**src/rtl/upgrade_pkg.sv**
```systemverilog
// Shared types and constants for the upgrade pickup scheduler: lifecycle states,
// owner codes, spawn slots and the spawn-slot LFSR taps.
package upgrade_pkg;

  typedef enum logic [1:0] {
    COOLDOWN = 2'd0,
    SPAWNED  = 2'd1,
    HELD     = 2'd2,
    ST_BAD   = 2'd3
  } sched_state_e;

  localparam logic [1:0] OWNER_NONE = 2'b00;
  localparam logic [1:0] OWNER_P1   = 2'b01;
  localparam logic [1:0] OWNER_P2   = 2'b10;

  typedef enum logic [1:0] {
    DIR_L = 2'b00,
    DIR_R = 2'b01,
    DIR_D = 2'b10,
    DIR_U = 2'b11
  } dir_e;

  typedef struct packed {
    logic [9:0] x;
    logic [9:0] y;
  } spawn_pt_t;

  // b7^b5^b4^b3 feedback
  localparam logic [7:0] LFSR_TAPS = 8'hB8;

  function automatic spawn_pt_t spawn_pt(input logic [1:0] slot);
    case (slot)
      2'd0:    spawn_pt = '{x: 10'd160, y: 10'd120};
      2'd1:    spawn_pt = '{x: 10'd480, y: 10'd120};
      2'd2:    spawn_pt = '{x: 10'd160, y: 10'd360};
      default: spawn_pt = '{x: 10'd480, y: 10'd360};
    endcase
  endfunction

  // Table entries keep centre +/- size inside 10 bits, so no wrap here.
  function automatic logic in_span(input logic [9:0] b, input logic [9:0] c,
                                   input logic [9:0] sz);
    in_span = (b >= c - sz) && (b <= c + sz);
  endfunction

endpackage

```
**src/rtl/upgrade_lfsr.sv**
```systemverilog
// Free-running 8-bit Fibonacci LFSR choosing the next spawn slot.
module upgrade_lfsr
  import upgrade_pkg::*;
#(
  parameter logic [7:0] SEED = 8'hA5
) (
  input  logic       frame_clk,
  input  logic       Reset,
  output logic [1:0] slot
);

  logic [7:0] lfsr;

  always_ff @(posedge frame_clk or negedge Reset) begin
    if (!Reset) lfsr <= SEED;
    else        lfsr <= {lfsr[6:0], ^(lfsr & LFSR_TAPS)};
  end

  assign slot = lfsr[1:0];

endmodule

```
**src/rtl/upgrade_spawn_scheduler.sv**
```systemverilog
// Upgrade pickup lifecycle: cooldown -> spawned -> held, with round-robin
// arbitration when both players touch the pickup in the same frame.
module upgrade_spawn_scheduler
  import upgrade_pkg::*;
#(
  parameter int         COOLDOWN_FRAMES = 180,
  parameter int         DESPAWN_FRAMES  = 300,
  parameter int         LIFETIME_FRAMES = 600,
  parameter int         UPGRADE_SIZE    = 8,
  parameter logic [7:0] LFSR_SEED       = 8'hA5
) (
  input  logic       frame_clk,
  input  logic       Reset,
  input  logic [9:0] BallX,
  input  logic [9:0] BallY,
  input  logic [9:0] Ball2X,
  input  logic [9:0] Ball2Y,
  input  logic       hit_p1,
  input  logic       hit_p2,
  output logic [9:0] UpgradeX,
  output logic [9:0] UpgradeY,
  output logic [9:0] Upgrade_Size,
  output logic       upgrade_visible,
  output logic [1:0] owner,
  output logic       collect_pulse,
  output logic [1:0] sched_state
);

  localparam logic [9:0] CD_LOAD = 10'(COOLDOWN_FRAMES);
  localparam logic [9:0] DS_LOAD = 10'(DESPAWN_FRAMES);
  localparam logic [9:0] LT_LOAD = 10'(LIFETIME_FRAMES);
  localparam logic [9:0] SZ      = 10'(UPGRADE_SIZE);

  sched_state_e state_q, state_d;
  logic [9:0]   timer_q;
  spawn_pt_t    pos_q;
  logic [1:0]   owner_q;
  logic         pulse_q;
  logic         rr_pri_q;
  logic [1:0]   slot;

  logic       expire, hit1, hit2, any_hit, contested, release_hold;
  logic [1:0] winner;

  upgrade_lfsr #(.SEED(LFSR_SEED)) u_lfsr (
    .frame_clk (frame_clk),
    .Reset     (Reset),
    .slot      (slot)
  );

  assign expire    = (timer_q == 10'd0);
  assign hit1      = in_span(BallX, pos_q.x, SZ)  && in_span(BallY, pos_q.y, SZ);
  assign hit2      = in_span(Ball2X, pos_q.x, SZ) && in_span(Ball2Y, pos_q.y, SZ);
  assign any_hit   = hit1 | hit2;
  assign contested = hit1 & hit2;
  assign winner    = contested ? (rr_pri_q ? OWNER_P2 : OWNER_P1)
                               : (hit1 ? OWNER_P1 : OWNER_P2);
  assign release_hold = expire || (owner_q == OWNER_P1 && hit_p1)
                               || (owner_q == OWNER_P2 && hit_p2);

  always_ff @(posedge frame_clk or negedge Reset) begin
    if (!Reset) begin
      state_q  <= COOLDOWN;
      timer_q  <= CD_LOAD;
      pos_q    <= '0;
      owner_q  <= OWNER_NONE;
      pulse_q  <= 1'b0;
      rr_pri_q <= 1'b0;
    end else begin
      state_q <= state_d;
      pulse_q <= 1'b0;
      // Every state change reloads the timer for the phase being entered.
      if (state_d != state_q || state_q == ST_BAD) begin
        case (state_d)
          SPAWNED: timer_q <= DS_LOAD;
          HELD:    timer_q <= LT_LOAD;
          default: timer_q <= CD_LOAD;
        endcase
      end else if (!expire) begin
        timer_q <= timer_q - 10'd1;
      end
      if (state_q == COOLDOWN && expire) pos_q <= spawn_pt(slot);
      if (state_q == SPAWNED && any_hit) begin
        owner_q <= winner;
        pulse_q <= 1'b1;
        if (contested) rr_pri_q <= ~rr_pri_q;
      end
      if ((state_q == HELD && release_hold) || state_q == ST_BAD) owner_q <= OWNER_NONE;
    end
  end

  // Grant outranks expiry in SPAWNED.
  always_comb begin
    state_d = state_q;
    case (state_q)
      COOLDOWN: if (expire) state_d = SPAWNED;
      SPAWNED:  if (any_hit) state_d = HELD;
                else if (expire) state_d = COOLDOWN;
      HELD:     if (release_hold) state_d = COOLDOWN;
      default:  state_d = COOLDOWN;
    endcase
  end

  always_comb begin
    upgrade_visible = (state_q == SPAWNED);
    owner           = owner_q;
    collect_pulse   = pulse_q;
    sched_state     = state_q;
    UpgradeX        = pos_q.x;
    UpgradeY        = pos_q.y;
    Upgrade_Size    = SZ;
  end

endmodule

```
**config.mk**
```make
export PLATFORM = sky130hd
export DESIGN_NAME = upgrade_spawn_scheduler
export DESIGN_NICKNAME = d
export VERILOG_FILES = /design/src/rtl/upgrade_pkg.sv /design/src/rtl/upgrade_lfsr.sv /design/src/rtl/upgrade_spawn_scheduler.sv
export SDC_FILE = /design/constraint.sdc
export NUM_CORES = 1
export LEC_CHECK = 0
export CAP_MARGIN = 25
export CORE_MARGIN = 2
export CORE_UTILIZATION = 30
export CTS_CLUSTER_DIAMETER = 80
export DETAILED_ROUTE_END_ITERATION = 16
export DONT_BUFFER_PORTS = 1
export PLACE_DENSITY = 0.54
export SYNTH_ARGS = -nofsm -noshare
export SYNTH_HDL_FRONTEND = slang
export SYNTH_SLANG_ARGS = --single-unit
```
**constraint.sdc**
```tcl
create_clock -name frame_clk -period 4.9 [get_ports frame_clk]
set_clock_uncertainty 0.2 [all_clocks]
set_input_delay 0.98 -clock frame_clk [delete_from_list [all_inputs] [get_ports frame_clk]]
set_output_delay 0.98 -clock frame_clk [all_outputs]
set_load 0.01 [all_outputs]
```
==> results of run 1 <==
## sequential cells by signal, indices dropped and copies added (netlist names)
signal,count
sched_state,2
collect_pulse,1
u_lfsr.lfsr,8
UpgradeY,3
rr_pri_q,1
timer_q,10
UpgradeX,1
owner,2
## worst max-delay path: stages (launching register included)
cell                       delay, ns
sky130_fd_sc_hd__dfrtp_1        0.39
sky130_fd_sc_hd__inv_1          0.39
sky130_fd_sc_hd__ha_1           0.35
sky130_fd_sc_hd__inv_1          0.10
sky130_fd_sc_hd__ha_1           0.30
sky130_fd_sc_hd__a21o_1         0.19
sky130_fd_sc_hd__maj3_1         0.35
sky130_fd_sc_hd__a221oi_1       0.32
sky130_fd_sc_hd__or3_4          0.22
sky130_fd_sc_hd__nand2_1        0.07
sky130_fd_sc_hd__o31a_1         0.31
sky130_fd_sc_hd__ha_1           0.32
sky130_fd_sc_hd__mux2_4         0.27
## power groups by stage
stage | Sequential, mW | Combinational, mW | Clock, mW
detailed placement | 0.289 | 0.0831 | 0
global placement | 0.289 | 0.0802 | 0
floorplan | 0.284 | 0.0838 | 0
finish | 0.286 | 0.0823 | 0.141
CTS | 0.286 | 0.0829 | 0.148
global route | 0.290 | 0.0950 | 0.154
## how the worst max path moves through the flow
| stage | from | end | slack (ns) |
|---|---|---|---|
| after global placement | BallY[3] | timer_q[7] | 1.04 |
| after floorplan | UpgradeY[6] | timer_q[7] | 1.27 |
| after detailed placement | BallY[3] | timer_q[7] | 1.04 |
| after global routing | UpgradeY[6] | timer_q[7] | 0.79 |
| after CTS | UpgradeY[6] | timer_q[7] | 1.05 |
| final | UpgradeY[6] | timer_q[7] | 1.06 |
## layout by cell type, fill, tap and decap left out, types with 3 or more instances in the layout
master	count
sky130_fd_sc_hd__ha_1	54
sky130_fd_sc_hd__inv_1	21
sky130_fd_sc_hd__conb_1	21
sky130_fd_sc_hd__dfrtp_1	20
sky130_fd_sc_hd__a21oi_1	16
sky130_fd_sc_hd__nand2_1	14
sky130_fd_sc_hd__nor2_1	9
sky130_fd_sc_hd__dfstp_2	8
sky130_fd_sc_hd__xnor2_1	7
sky130_fd_sc_hd__a21o_1	6
sky130_fd_sc_hd__xor2_1	6
sky130_fd_sc_hd__nand4b_1	5
sky130_fd_sc_hd__o21ai_0	5
sky130_fd_sc_hd__mux2i_1	5
sky130_fd_sc_hd__clkbuf_8	4
sky130_fd_sc_hd__nand3_1	3
sky130_fd_sc_hd__nor3_1	3
sky130_fd_sc_hd__nor3b_1	3
sky130_fd_sc_hd__a211oi_1	3
sky130_fd_sc_hd__o211ai_1	3
sky130_fd_sc_hd__mux2_4	3
## metal layers
metal	vias up	wire length, um	share of wire (%)	global-route usage [%]
met1	847	2410	46	14.3
met5	-	0	0	0
met3	4	333	6.3	3.36
li1	909	-	-	-
met4	0	28	0.53	1.90
met2	38	2520	48	18.8
## per-stage QoR
stage               total power [mW]  cells  hold WS (ns)  worst slack [ns]  cell area (um2)
global placement               0.369    368         0.134              1.04             2680
detailed placement             0.372    368         0.143              1.04             2680
global route                   0.539    372         0.170             0.789             2740
floorplan                      0.368    286         0.133              1.27             2750
CTS                            0.517    372         0.166              1.05             2740
finish                         0.509    372         0.161              1.06             2740
## cell families (layout without fill, tap and decap cells)
group	count (synthesis)	in the layout
and+or+nand+nor	57	57
muxes	10	10
xor gates and xnor gates	14	14
buffers and inverters	48	26
DFF	28	28
adders and majority gates	55	55
AOI/OAI and AO/OA	53	53
other	2	21
## layout make-up
class | instances | area share, %
Timing Repair Buffer | 1 | 0.274
Clock buffer | 4 | 2.01
Tap cell | 108 | 4.94
Multi-Input combinational cell | 210 | 63.9
Sequential cell | 28 | 26.0
Inverter | 21 | 2.88
==> reports/summary.md, run 1 <==
The total power per unit cell area was 186 nW/um2. The floorplan step set the die height to 98.4 um. After synthesis, the largest family of logic cells by area is adder cells.

The Yosys step of the flow raised 0 warnings. In this run the deepest clock path goes through 2 buffers. The number of clock buffers added by TritonCTS is 3.

Per report_power, the combinational group accounts for 16.1% of the total. The row count came out at 34. Setup violations remaining at the end of the flow were counted as 0. In this run the tool buffered the top-level ports with 0 buffer cells. The fraction of the mapped netlist area in simple logic gates came out at 13.3%. For the worst-skew pair, the clock arrives at the later sink with an insertion delay of 0.27 ns. Entering global routing, the biggest net connects 29 pins. The synthesized netlist devotes 5.10% of its cell area to XOR and XNOR gates.

The area of the multi-input gates was 1750 um2; the first-pass GRT wire length was 8870 um. After synthesis, the cell types taking the most area are sky130_fd_sc_hd__ha_1 (25%), sky130_fd_sc_hd__dfrtp_1 (19%), sky130_fd_sc_hd__dfstp_2 (7.9%), sky130_fd_sc_hd__buf_4 (7.3%), sky130_fd_sc_hd__a21oi_1 (3.0%). After clock tree synthesis, the flow added hold-fix buffers numbering 0. The multiplexer share of the synthesized area is 4.40%. The post-synthesis instance total is 267. Across all register-to-register paths, the minimum setup slack is 1.06 ns. The die is 98.4 um wide. For this design the total switching power over the nets is 0.132 mW.

The flow ran to the end, and the final reports show no timing, DRC or antenna violations. The total die area is 9680 um2. Setup repair after global routing left no endpoint under its margin. The depth of the CTS H-tree is 1, and the clock sink count is 28. At the pin with the least slew margin, the transition time is 0.592 ns. The number of remaining DRC errors is 0, and the post-synthesis average cell area is 10.0 um2. The total of max-cap violations was 0.

After clock tree synthesis, the clock-pin slew on the worst setup and hold paths is 0.09 ns. STA classifies the critical path startpoint as a flop. Post-route minimum period: 3.84 ns. The total congestion overflow after global routing came out at 0.

The run gives 4430 um as the estimated wirelength of the detail-placed design. The number of DRC markers in iteration 0 was 39; the final routed wirelength across all metal layers was 5290 um. The area of the mapped netlist is 2670 um2. The top cell type by total area after synthesis was sky130_fd_sc_hd__ha_1. The worst-case vdd ir drop is 0.120 mV, and the leakage power summed over all cells is 1.34 nW.

The run gives 56.2% as the fraction of power consumed by sequential logic. TritonCTS built the clock tree. For the placer congestion estimate, the log shows 0.851. Counting the fill cells in the layout gives 904. The count of nets left with antenna violations once routing finished came out at 0. Yosys instantiated no cell more often than sky130_fd_sc_hd__ha_1.

The synthesized netlist devotes 14.0% of its cell area to compound gates. 80 I/O pins were placed. For the max-slew headroom at the worst pin, the log shows 60.6%.

The share of total power dissipated in the clock network is 27.7%. STA classifies the critical path endpoint as a flop. Counting flops with a built-in enable in the synthesized netlist gives 0.

The final route contains 1798 vias. The tools report the number of antenna violations at the first check in global routing as 0. In this run the critical register-to-register path is captured at timer_q[7]. The critical path is of the flop to flop type. After layout, the worst path uses 78.4% of the clock period.

The synthesized netlist contains 60 unique library cells. The synthesized design contains 28 register bits. The path depth of the worst reg2reg path is 12. The number of hold violations in the final report is 0, and the share of total power consumed by net switching is 26.0%. The area share of the leading cell type in the synthesized netlist was 25.3%; the number of instances resized during post-cts repair was 0. The detailed-router iteration count before antenna repair was 4; the proportion of layout cells with a drive suffix above 1 was 9.85%.

In this run the clock root is driven by a sky130_fd_sc_hd__clkbuf_8. In the final routed layout, each cell accounts on average for 14.2 um. The via count of the first global-routing pass came out at 1816. Global routing used 11.2% of the available tracks across all layers.

Startpoint of the tightest hold check path: u_lfsr.lfsr[6]. In the routed layout, each cell is associated on average with a via count of 4.83. The run gives 26.6% as the sequential element share of the synthesized area. The run gives 711 um2 as the area taken by flip-flops and latches.

In this run the worst hold path is classified as flop to flop. For this configuration, the core starts out at a cell density of 30.8%. Summing the areas of all fa, ha and maj instances in the mapped netlist gives 25.6% of the synthesized area.

Setup total negative slack on the finished layout was measured at 0 ns. For this run, the post-layout net count is 363. The tools report the beginning of the worst register-to-register path as UpgradeY[6].

Among all flip-flop cells after synthesis, the most frequent one is sky130_fd_sc_hd__dfrtp_1. The run gives 260 MHz as the maximum operating frequency. The sink of the worst hold path was u_lfsr.lfsr[7]. Of all flip-flops after synthesis, the portion carrying an async set or reset was 100%. For the worst setup path, the data required time is 4.91 ns. The post-synthesis to final-layout area growth came out at 2.34%. The number of buffers inserted by post-CTS setup repair came out at 0.

The floorplan core area is 8680 um2. The repair_antennas step left the layout with diodes totalling 0. The commonest cells after synthesis are sky130_fd_sc_hd__ha_1 (54), sky130_fd_sc_hd__buf_4 (26), sky130_fd_sc_hd__inv_1 (21), sky130_fd_sc_hd__dfrtp_1 (20), sky130_fd_sc_hd__a21oi_1 (16). The max-slew violation count is 0, and the largest driver fanout on the critical path is 13. Cell depth of the worst min-delay path: 0. The worst endpoint data arrival time came out at 3.85 ns.

For the internal power, the log shows 0.377 mW. For this run, the share of the core covered by cells in the final layout is 31.5%.
(Power assumes the default switching activity.)
==> run 2, diff against run 1 <==
Settings changed: PLACE_DENSITY 0.54 to 0.55.
Clock period 4.9 ns to 3.5 ns, I/O delays scaled along.
==> reports/summary.md, run 2 (synthesized netlist as in run 1, its figures left out) <==
The run finished with clean final reports. The logs give 0.191 mW (+45%) for the power dissipated by switching net loads and 0.27 ns (about the same) for the clock insertion delay at the later pin of the skew report. The tree is rooted in a sky130_fd_sc_hd__clkbuf_8. The number of standard cells in the final layout excluding fillers was 385 (+3.5%). The post-route antenna net violation count was 0 (unchanged); the initial core utilization was 30.8% (unchanged). The run gives 0.849 (-0.22%) as the placer congestion estimate. The register bank with the most flops is timer_q. The overall die width was 98.4 um (unchanged).

Deepest clock path buffer count: 2 (unchanged). Leakage power summed over all cells: 1.44 nW (+7.2%). Number of hold violations in the final report: 0 (unchanged).

The final cycle utilization of the critical path is 95.7% (+17 points), and the detailed-router iteration count before antenna repair is 4 (unchanged). The final hold slack came out at 0.0577 ns (-0.103 ns). The startpoint class of the critical path was a flop. For the maximum number of pins on one net before global-route repair, the log shows 21 (-28%). The number of DRC markers in iteration 0 was 70 (+79%). The number of remaining DRC errors is 0 (unchanged), and the count of buffers inserted at the top-level ports is 0 (unchanged). For the placed instance count, the log shows 377 (+2.4%). The via count came out at 1868 (+3.9%).

The run gives 1 (unchanged) as the depth of the CTS H-tree. The via-per-instance ratio works out to 4.85 (+0.39%). Total die area: 9680 um2 (unchanged). The clock sink count came out at 28 (unchanged). The run gives 33.6% (+2.1 points) as the final core area utilization. The worst endpoint data arrival time was 3.36 ns (-0.49 ns). For the final routed wirelength across all metal layers, the log shows 5830 um (+10%). The tools report the estimated wirelength of the detail-placed design as 4700 um (+6.0%). The proportion of layout cells with a drive suffix above 1 works out to 18.1% (+8.2 points).

The data required time at the worst endpoint was 3.51 ns (-1.40 ns); the floorplan core area was 8680 um2 (unchanged). Fraction of power consumed by sequential logic: 51.3% (-4.9 points). STA classifies the critical path endpoint as a flop. The tools report the worst-case vdd ir drop as 0.226 mV (+88%). The total non-filler cell area in the finished layout is 2920 um2 (+6.7%). The critical path is of the flop to flop type. For the net total in the final layout, the log shows 376 (+3.6%). In this run the worst hold path is classified as primary input to async pin. Leaving out fill and tap cells, the most frequent cell in the layout is sky130_fd_sc_hd__ha_1.

The number of antenna violations at the first check in global routing was 0 (unchanged); the first-pass GRT wire length was 9340 um (+5.3%). The routed wire length per instance came out at 15.1 um (+6.6%). The number of buffers created by CTS is 3 (unchanged). The via count of the first global-routing pass came out at 1930 (+6.3%). Largest driver fanout on the critical path: 5 (-8).

Max-slew violation count: 0 (unchanged). The top cell types in the final layout, fill and taps aside, are sky130_fd_sc_hd__ha_1 (53), sky130_fd_sc_hd__conb_1 (21), sky130_fd_sc_hd__inv_1 (20). The maximum operating frequency is 299 MHz (+15%). The part of the power in the clock network is 32.3% (+4.6 points), and the combinational share of power is 16.4% (+0.3 points).

For the number of setup violations in the final report, the log shows 0 (unchanged). The die outline height is 98.4 um (unchanged). The run gives 0.584 mW (+55%) as the internal power. TritonCTS built the clock tree. The tools report the total placed instance area as 2750 um2 (+2.6%). The total congestion overflow after global routing was 0 (unchanged). The total of max-cap violations was 0 (unchanged); the post-route minimum period was 3.35 ns (-0.491 ns). The clock transition at the register clock pins on the worst setup and hold paths after CTS is 0.09 ns (about the same), and the diode insertion count for antenna repair is 0 (unchanged). The tools report the global-route usage over all layers as 11.8% (+0.60 points). The run gives 80 (unchanged) as the top-level port count.

Row count: 34 (unchanged). Compared with the post-synthesis result, the final layout area differs by 9.17%. The share of total power consumed by net switching came out at 24.7% (-1.3 points).

The total power per unit cell area came out at 266 nW/um2 (+43%). The flip-flop count of the largest register after layout is 10 (unchanged).
run 2: worst paths after layout:
kind	start	end	slack [ns]	cells after the start
max	UpgradeY[6]	timer_q[7]	0.15	12
min	Reset	timer_q[5]	0.06	0
max reg2reg	UpgradeY[6]	timer_q[7]	0.15	12
min reg2reg	u_lfsr.lfsr[6]	u_lfsr.lfsr[7]	0.17	0
max in group asynchronous	Reset	UpgradeY[6]	2.02	2
min in group frame_clk	u_lfsr.lfsr[6]	u_lfsr.lfsr[7]	0.17	0
run 2: per-layer routing:
metal | track usage [%] | part of all wire (%) | vias to the layer above
met1 | 15.3 | 45 | 879
met3 | 2.93 | 5.6 | 2
li1 | - | - | 939
met5 | 0 | 0 | -
met2 | 20.1 | 49 | 48
met4 | 1.79 | 0.31 | 0
run 2: repair_timing:
| item | 4_1_cts | 5_1_grt |
|---|---|---|
| setup buffers | 0 | 2 |
| resized for setup | 2 | 12 |
| gates cloned | 0 | 0 |
| endpoints found under the hold margin | 20 | 0 |
| hold buffers | 1 | 0 |
| setup endpoints to repair | 1 | 10 |
| pin swaps | 0 | 5 |
run 2: area by class of cell:
cell class,count,area [um2]
tap,108,135
clock inverter,1,30.0
sequential,28,712
inverter,21,78.8
multi-input combinational,210,1810
fill,893,5760
timing repair buffer,14,115
clock buffer,3,41.3
run 2: power by group through the flow:
stage	sequential, mW	combinational, mW	clock, mW
CTS	0.399	0.124	0.262
detailed placement	0.405	0.116	0
floorplan	0.397	0.117	0
finish	0.398	0.127	0.251
global route	0.403	0.148	0.275
global placement	0.404	0.113	0
run 2: metrics by stage:
step	power (mW)	setup TNS [ns]	worst slack (ns)
2_1_floorplan	0.515	0	0.0406
3_3_place_gp	0.517	0	0.00343
3_5_place_dp	0.520	-0.0932	-0.0245
4_1_cts	0.784	0	0.0221
5_1_grt	0.826	-0.0302	-0.0302
6_report	0.776	0	0.152
run 2: worst max-delay path: stages (launching register included):
cell,delay [ns]
sky130_fd_sc_hd__dfrtp_2,0.44
sky130_fd_sc_hd__buf_4,0.16
sky130_fd_sc_hd__ha_1,0.19
sky130_fd_sc_hd__inv_1,0.10
sky130_fd_sc_hd__ha_1,0.25
sky130_fd_sc_hd__a21o_1,0.17
sky130_fd_sc_hd__a2111oi_2,0.39
sky130_fd_sc_hd__o22ai_2,0.14
sky130_fd_sc_hd__or3_4,0.41
sky130_fd_sc_hd__a21oi_2,0.16
sky130_fd_sc_hd__a21o_1,0.15
sky130_fd_sc_hd__ha_1,0.26
sky130_fd_sc_hd__mux2_4,0.27
==> run 3, diff against run 2 <==
Settings changed: CORE_UTILIZATION 30 to 50, PLACE_DENSITY 0.55 to 0.78, REMOVE_ABC_BUFFERS set to 1.
==> reports/summary.md, run 3 (synthesized netlist as in run 1, its figures left out) <==
The run finished with clean final reports. The area of the multi-input gates came out at 1810 um2 (about the same). The library cell used most frequently in the layout, excluding fill and tap cells, is sky130_fd_sc_hd__ha_1.

The number of remaining DRC errors came out at 0 (unchanged). The run gives 81 (+16%) as the number of DRC markers in iteration 0. For the depth of the CTS H-tree, the log shows 1 (unchanged). The largest driver fanout on the critical path was 5 (unchanged); the diode insertion count for antenna repair was 0 (unchanged). The flip-flop count of the largest register after layout works out to 10 (unchanged). The top cell types in the final layout, fill and taps aside, are sky130_fd_sc_hd__ha_1 (54), sky130_fd_sc_hd__conb_1 (21), sky130_fd_sc_hd__dfrtp_1 (20), sky130_fd_sc_hd__inv_1 (20), sky130_fd_sc_hd__nand2_1 (14). The count of buffers inserted at the top-level ports came out at 0 (unchanged). The first-pass GRT wire length is 8740 um (-6.4%), and the overall die width is 77.1 um (-22%). For the net total in the final layout, the log shows 374 (-0.53%).

The total of max-cap violations was 0 (unchanged); the final hold slack was 0.0517 ns (-0.00602 ns). Compared with the post-synthesis result, the final layout area differs by 5.57%. The tools report the worst slack after detailed placement as 0.0404 ns (+0.0649 ns). The clock transition at the register clock pins on the worst setup and hold paths after CTS came out at 0.09 ns (about the same). For the pin with the worst max-slew slack, the measured transition is 0.943 ns.

The via-per-instance ratio was 5.61 (+16%). The post-route minimum period was 3.37 ns (+0.0217 ns). The clock sink count was 28 (unchanged); the routed wire length per instance was 15.7 um (+3.3%).

The via count of the first global-routing pass was 1970 (+2.1%). The total power per unit cell area came out at 251 nW/um2 (-5.6%). The tools report the initial core utilization as 52.0% (+21 points). The sort of element at the end of the critical path was a flop. The number of setup violations in the final report came out at 0 (unchanged).

The run gives 470 (-47%) as the filler cell count in the final layout. The die outline height was 77.1 um (-22%). The tools report the total die area as 5950 um2 (-39%). The run gives 18.1% (+6.3 points) as the global-route usage over all layers.

The total congestion overflow after global routing was 0 (unchanged); the top-level port count was 80 (unchanged). The tools report the worst endpoint data arrival time as 3.37 ns (about the same). The number of hold violations in the final report is 0 (unchanged). Startpoint class of the critical path: a flop. The run gives 0.130 ns (-0.0217 ns) as the setup slack after layout. The register bank with the most flops was timer_q. In this run the clock root is driven by a sky130_fd_sc_hd__clkbuf_8. In this run the worst hold path is classified as primary input to async pin. The critical path in this run is classified as flop to flop. Proportion of layout cells with a drive suffix above 1: 16.4% (-1.7 points).

The final cycle utilization of the critical path is 96.3% (+0.62 points), and the worst-case vdd ir drop is 0.165 mV (-27%). The tools report the leakage power summed over all cells as 1.41 nW (-2.1%). The row count was 26 (-24%).

The tools report the via count as 1935 (+3.6%). The max-slew violation count came out at 0 (unchanged). The final routed wirelength across all metal layers came out at 5400 um (-7.4%). The clock insertion delay at the later pin of the skew report came out at 0.28 ns (about the same).

The run gives 3.50 ns (about the same) as the data required time at the worst endpoint. Maximum number of pins on one net before global-route repair: 21 (unchanged). The placer congestion estimate was 0.800 (-5.7%); the detailed-router iteration count before antenna repair was 4 (unchanged). The worst pin sits at a relative slew slack of 36.9%. For the number of antenna violations at the first check in global routing, the log shows 0 (unchanged). The area taken by flip-flops and latches was 711 um2 (-0.18%); the deepest clock path buffer count was 2 (unchanged). The tools report the number of buffers inserted by post-CTS setup repair as 0 (unchanged).

The estimated wirelength of the detail-placed design was 4320 um (-8.0%). The tools report the number of buffers created by CTS as 3 (unchanged). The run gives 0 (unchanged) as the post-route antenna net violation count. The floorplan core area was 5140 um2 (-41%). The run gives 297 MHz (-0.64%) as the maximum operating frequency. TritonCTS built the clock tree.
==> run 3: critical path, stage by stage (launching register included) <==
cell	delay (ns)
sky130_fd_sc_hd__dfrtp_1	0.41
sky130_fd_sc_hd__inv_2	0.11
sky130_fd_sc_hd__ha_1	0.19
sky130_fd_sc_hd__inv_1	0.07
sky130_fd_sc_hd__ha_1	0.29
sky130_fd_sc_hd__a21o_1	0.19
sky130_fd_sc_hd__maj3_1	0.37
sky130_fd_sc_hd__a221oi_2	0.27
sky130_fd_sc_hd__or3_4	0.20
sky130_fd_sc_hd__nand2_1	0.08
sky130_fd_sc_hd__o31a_1	0.31
sky130_fd_sc_hd__ha_1	0.32
sky130_fd_sc_hd__mux2_4	0.27
==> run 3: path summary, 6_finish.rpt <==
check                               start        endpoint  slack (ns)  cells after the start
setup reg to reg              UpgradeY[6]      timer_q[7]        0.13                     12
hold / removal                      Reset  u_lfsr.lfsr[7]        0.05                      0
hold reg to reg            u_lfsr.lfsr[6]  u_lfsr.lfsr[7]        0.15                      0
setup / recovery              UpgradeY[6]      timer_q[7]        0.13                     12
max in group asynchronous           Reset      timer_q[1]        1.71                      1
min in group frame_clk     u_lfsr.lfsr[6]  u_lfsr.lfsr[7]        0.15                      0
==> run 3: per-layer routing <==
| metal | vias up | share of wire (%) | GRT usage [%] |
|---|---|---|---|
| li1 | 933 | - | - |
| met1 | 929 | 44 | 22.1 |
| met2 | 62 | 47 | 31.0 |
| met3 | 11 | 6.5 | 4.47 |
| met4 | 0 | 1.7 | 6.25 |
| met5 | - | 0 | 0 |
==> run 3: stage by stage <==
step / utilization [%] / TNS (ns) / std cells / total power [mW] / instance area, um2
floorplan: - / -2.14 / 259 / 0.497 / 2540
global placement: 52.7 / 0 / 340 / 0.515 / 2710
detailed placement: 52.7 / 0 / 340 / 0.523 / 2710
CTS: 53.8 / 0 / 345 / 0.706 / 2760
global route: 54.9 / -0.00887 / 345 / 0.746 / 2820
finish: 54.9 / 0 / 345 / 0.708 / 2820
==> run 3: power by group <==
part / total [mW] / switching (mW) / internal [mW]
registers: 0.401 / 0.0354 / 0.366
clock network: 0.178 / 0.0965 / 0.0817
logic: 0.129 / 0.0636 / 0.0650
==> run 3: repair_timing <==
action | CTS | global route
hold buffers | 1 | 0
gates resized for setup | 0 | 14
hold endpoints to repair | 20 | 0
endpoints found under the setup margin | 0 | 8
==> run 3: final cells by class <==
class                   count  area share [%]
multi-input cells         210            64.1
clock buffers               4            1.60
well taps                  70            3.10
repair buffers             12            3.28
flip-flops and latches     28            25.2
inverters                  21            2.79
